**src/rtl/uart_fifo.sv**
```systemverilog
// uart_fifo: byte FIFO that sits between the UART receiver and its consumer,
// or ahead of the transmitter. The oldest stored word is shown on r_data
// without a pop (first-word fall-through).
//
// Ports:
//   clk       system clock; all state changes on the rising edge
//   reset     synchronous, active-low reset
//   wr        push request, one pulse per word
//   w_data    word to push, sampled on an edge where wr=1
//   rd        pop request, one pulse per word
//   r_data    head-of-queue word; reads as 0 while empty
//   empty     no words stored
//   full      2**ADDR_W words stored
//   count     number of stored words, 0 .. 2**ADDR_W
//   overflow  sticky: at least one push was dropped since reset
module uart_fifo #(
    parameter int DBIT   = 8,
    parameter int ADDR_W = 2
) (
    input  logic              clk,
    input  logic              reset,
    input  logic              wr,
    input  logic [DBIT-1:0]   w_data,
    input  logic              rd,
    output logic [DBIT-1:0]   r_data,
    output logic              empty,
    output logic              full,
    output logic [ADDR_W:0]   count,
    output logic              overflow
);

    localparam int              DEPTH     = 2**ADDR_W;
    localparam logic [ADDR_W:0] DEPTH_CNT = (ADDR_W+1)'(DEPTH);

    logic [DBIT-1:0]   mem [DEPTH];
    logic [ADDR_W-1:0] w_ptr;
    logic [ADDR_W-1:0] r_ptr;
    logic              do_push;
    logic              do_pop;

    // Flags come from the registered count only, so wr/rd never reach them
    // combinationally.
    assign empty = (count == '0);
    assign full  = (count == DEPTH_CNT);

    // A pop on an empty queue is ignored. When full, a push still succeeds if
    // a pop frees a slot on the same edge.
    assign do_pop  = rd && !empty;
    assign do_push = wr && (!full || do_pop);

    always_ff @(posedge clk) begin
        if (!reset) begin
            w_ptr    <= '0;
            r_ptr    <= '0;
            count    <= '0;
            overflow <= 1'b0;
        end else begin
            if (do_push) w_ptr <= w_ptr + 1'b1;
            if (do_pop)  r_ptr <= r_ptr + 1'b1;
            case ({do_push, do_pop})
                2'b10:   count <= count + 1'b1;
                2'b01:   count <= count - 1'b1;
                default: count <= count;
            endcase
            if (wr && !do_push) overflow <= 1'b1;
        end
    end

    // Storage is not reset; stale contents are unreachable once the pointers
    // and count are cleared.
    always_ff @(posedge clk) begin
        if (reset && do_push) mem[w_ptr] <= w_data;
    end

    assign r_data = empty ? '0 : mem[r_ptr];

endmodule

```
**config.mk**
```make
export PLATFORM = sky130hd
export DESIGN_NAME = uart_fifo
export DESIGN_NICKNAME = d
export VERILOG_FILES = /design/src/rtl/uart_fifo.sv
export SDC_FILE = /design/constraint.sdc
export NUM_CORES = 1
export LEC_CHECK = 0
export BUFFER_PORTS_ARGS = -buffer_cell sky130_fd_sc_hd__buf_2
export CAP_MARGIN = 5
export CORE_MARGIN = 1.5
export CORE_UTILIZATION = 55
export CTS_BUF_LIST = sky130_fd_sc_hd__clkbuf_8
export DETAILED_ROUTE_END_ITERATION = 16
export PLACE_DENSITY = 0.77
export SKIP_LAST_GASP = 1
export SLEW_MARGIN = 0
export SYNTH_ARGS = -nofsm -noshare
export SYNTH_HDL_FRONTEND = slang
export SYNTH_SLANG_ARGS = --single-unit
```
**constraint.sdc**
```tcl
create_clock -name clk -period 2.5 [get_ports clk]
set_input_delay 0.625 -clock clk [delete_from_list [all_inputs] [get_ports clk]]
set_output_delay 0.625 -clock clk [all_outputs]
set_load 0.01 [all_outputs]
```
==> impl_metrics.env <==
export IMPL_n_antenna_cell=0
export IMPL_first_pass_iters=4
export IMPL_synthesis_nets=137
export IMPL_syn_inst=120
export IMPL_period_share_pct=89.20
export IMPL_hp_class="flop to flop"
export IMPL_grt_pass1_vias=1011
export IMPL_ys_seq_area_share_pct=64.09
export IMPL_ys_async_sr_fraction_pct=0
export IMPL_start_kind="flop"
export IMPL_layout_commonest_cell="edfxtp_1"
export IMPL_portBuffers=25
export IMPL_vias_per_cell=5.433
export IMPL_cts_hold_buf=0
export IMPL_slew_viol_final=0
export IMPL_reg2reg_depth=6
export IMPL_grt_max_degree=14
export IMPL_skew_ns=0.01234
export IMPL_peakVddDrop_mv=0.3590
export IMPL_detail_route_antenna_nets=0
export IMPL_tns_ns=0
export IMPL_start_util_pct=58.39
export IMPL_post_place_ws_ns=0.1743
export IMPL_die_h_um=60.40
export IMPL_grt_pass1_wl_um=4747
export IMPL_p_leak_nw=0.7934
export IMPL_layout_drive_gt1_share_pct=30.67
export IMPL_synth_edff_count=32
export IMPL_p_per_area_nw_per_um2=735.2
export IMPL_slowest_stage="nor3_2"
export IMPL_die_w_um=60.40
export IMPL_num_rows=20
export IMPL_dr_wl_met3_um=143
export IMPL_die_area_sq_um=3648
export IMPL_yosysUniqueCellTypes=34
export IMPL_drtIter0Drc=35
export IMPL_crit_arrival_ns=1.60
export IMPL_finalSetupViolCount=0
export IMPL_clkSlewWorstSetupHoldPaths_ns=0.06
export IMPL_crit_start="count[2]"
export IMPL_setup_ws_ns=0.2701
export IMPL_finalNetCount=166
export IMPL_timing_rr_start="count[2]"
export IMPL_cts_root_buf="clkbuf_8"
export IMPL_clk_latency_ns=0.29
export IMPL_synth_seq_cells=42
export IMPL_syn2layout_area_growth_pct=14.09
export IMPL_cts_buffer_depth=2
export IMPL_fillCellCount=244
export IMPL_wl_met1_um=1271
export IMPL_hold_viol_final=0
export IMPL_core_sq_um=3103
export IMPL_cts_tree="done"
export IMPL_max_stage_delay_ns=0.61
export IMPL_clock_sinks=42
export IMPL_power_w=0.001520
export IMPL_reg2reg_slack_ns=0.27
export IMPL_status="completed"
export IMPL_critPathCapture="r_data[1]"
export IMPL_antenna_found_initial=0
export IMPL_tightest_slew_ns=0.6494
export IMPL_finalWeightedCongestion=0.7387
export IMPL_worstPathRequired_ns=1.88
export IMPL_dp_hpwl_um=2150
export IMPL_postCtsResizedCells=0
export IMPL_wl_per_cell_um=15.79
export IMPL_postCtsSetupBuffers=0
export IMPL_vias=1054
export IMPL_cts_buffers=5
export IMPL_crit_path_end_kind="output port"
export IMPL_synthesis_area_sq_um=1812
export IMPL_htreeDepth=2
export IMPL_fin_crit_ns=2.230
export IMPL_post_route_util_pct=66.61
export IMPL_ys_flop_type="edfxtp_1"
export IMPL_ys_warn_count=0
export IMPL_crit_chain="nor3_2, nor2b_1, buf_2"
export IMPL_num_io_pins=26
export IMPL_grt_ovfl_total=0
export IMPL_max_freq_mhz=448.5
export IMPL_grt_usage_pct=19.17
export IMPL_worstSetupPathType="flop to output port"
export IMPL_met2_length_um=1591
export IMPL_final_cell_mix="32 x edfxtp_1, 25 x buf_2, 10 x dfxtp_1"
export IMPL_top_layer="met4"
export IMPL_drc=0
export IMPL_cap_viol_max_count=0
export IMPL_wirelength_um=3064
export IMPL_rsz0062_at_grt="false"
export IMPL_syn_mean_instance_area_sq_um=15.10
export IMPL_relSlewSlack_pct=56.47
export IMPL_r2r_end="count[2]"
export IMPL_path_max_fanout=11
==> synth_stat cells, types with 2 or more instances <==
master / n / area, sq um
inv_1: 8 / 30.03
mux2i_1: 2 / 20.02
nand3_1: 2 / 10.01
dfxtp_1: 10 / 200.2
ha_1: 4 / 50.05
edfxtp_1: 32 / 960.9
o31ai_1: 2 / 15.01
nor2b_1: 8 / 50.05
xor2_1: 4 / 35.03
mux4_2: 8 / 180.2
and2_1: 2 / 12.51
buf_2: 3 / 15.01
nand2_1: 4 / 15.01
nor2_1: 7 / 26.28
and3_1: 5 / 31.28
==> metrics by stage <==
step | hold WS, ns | std cells | instance area [sq um]
floorplan | 0.4677 | 120 | 1812
global placement | 0.4631 | 186 | 1981
detailed placement | 0.4678 | 186 | 1981
CTS | 0.4834 | 194 | 2067
global route | 0.5362 | 194 | 2067
finish | 0.4734 | 194 | 2067
==> metal layers <==
| layer | up-vias | global-route usage, % |
|---|---|---|
| li1 | 501 | - |
| met1 | 516 | 23.26 |
| met2 | 29 | 32.30 |
| met3 | 8 | 4.478 |
| met4 | 0 | 9.524 |
| met5 | - | 0 |
==> worst min path at each step <==
stage	slack (ns)	startpoint	endpoint	cells after the start
2_1_floorplan	0.47	w_ptr[1]	w_ptr[1]	2
3_3_place_gp	0.46	overflow	overflow	2
3_5_place_dp	0.47	overflow	overflow	2
4_1_cts	0.48	overflow	overflow	2
5_1_grt	0.54	overflow	overflow	2
6_report	0.47	overflow	overflow	2
==> cell families (layout without fill, tap and decap cells) <==
family	Yosys count	count (layout)	synth area share [%]
mux	10	10	11.05
compound gates	10	10	4.421
simple gates	34	34	10.71
fa+ha+maj	5	5	3.868
flops	42	42	64.09
buf+inv	15	45	3.936
xor+xnor	4	4	1.934
==> state kept, by name (all words and copies together) (netlist names), named ones only <==
register  count
mem          32
w_ptr         2
count         3
overflow      1
r_ptr         2
==> critical path, delay by kind of cell, from the launching register on <==
family,cells,cell delay [ns]
buffers and inverters,1,0.17
flip-flops,1,0.42
AND/OR/NAND/NOR,2,0.73
==> report_power, final <==
group / internal, W / total (W) / switching [W]
Clock: 0.000193 / 0.000411 / 0.000218
Combinational: 0.000138 / 0.000286 / 0.000149
Sequential: 0.000787 / 0.000822 / 0.0000354
==> final cells by class <==
cell class | instances | area [sq um] | share of cell area, %
Sequential cell | 42 | 1161 | 56.17
Multi-Input combinational cell | 63 | 579.3 | 28.03
Timing Repair Buffer | 29 | 155.1 | 7.506
Clock buffer | 5 | 68.82 | 3.329
Tap cell | 44 | 55.05 | 2.663
Inverter | 8 | 30.03 | 1.453
Clock inverter | 3 | 17.52 | 0.8475
Note: power is estimated with default switching activity, not from simulation.
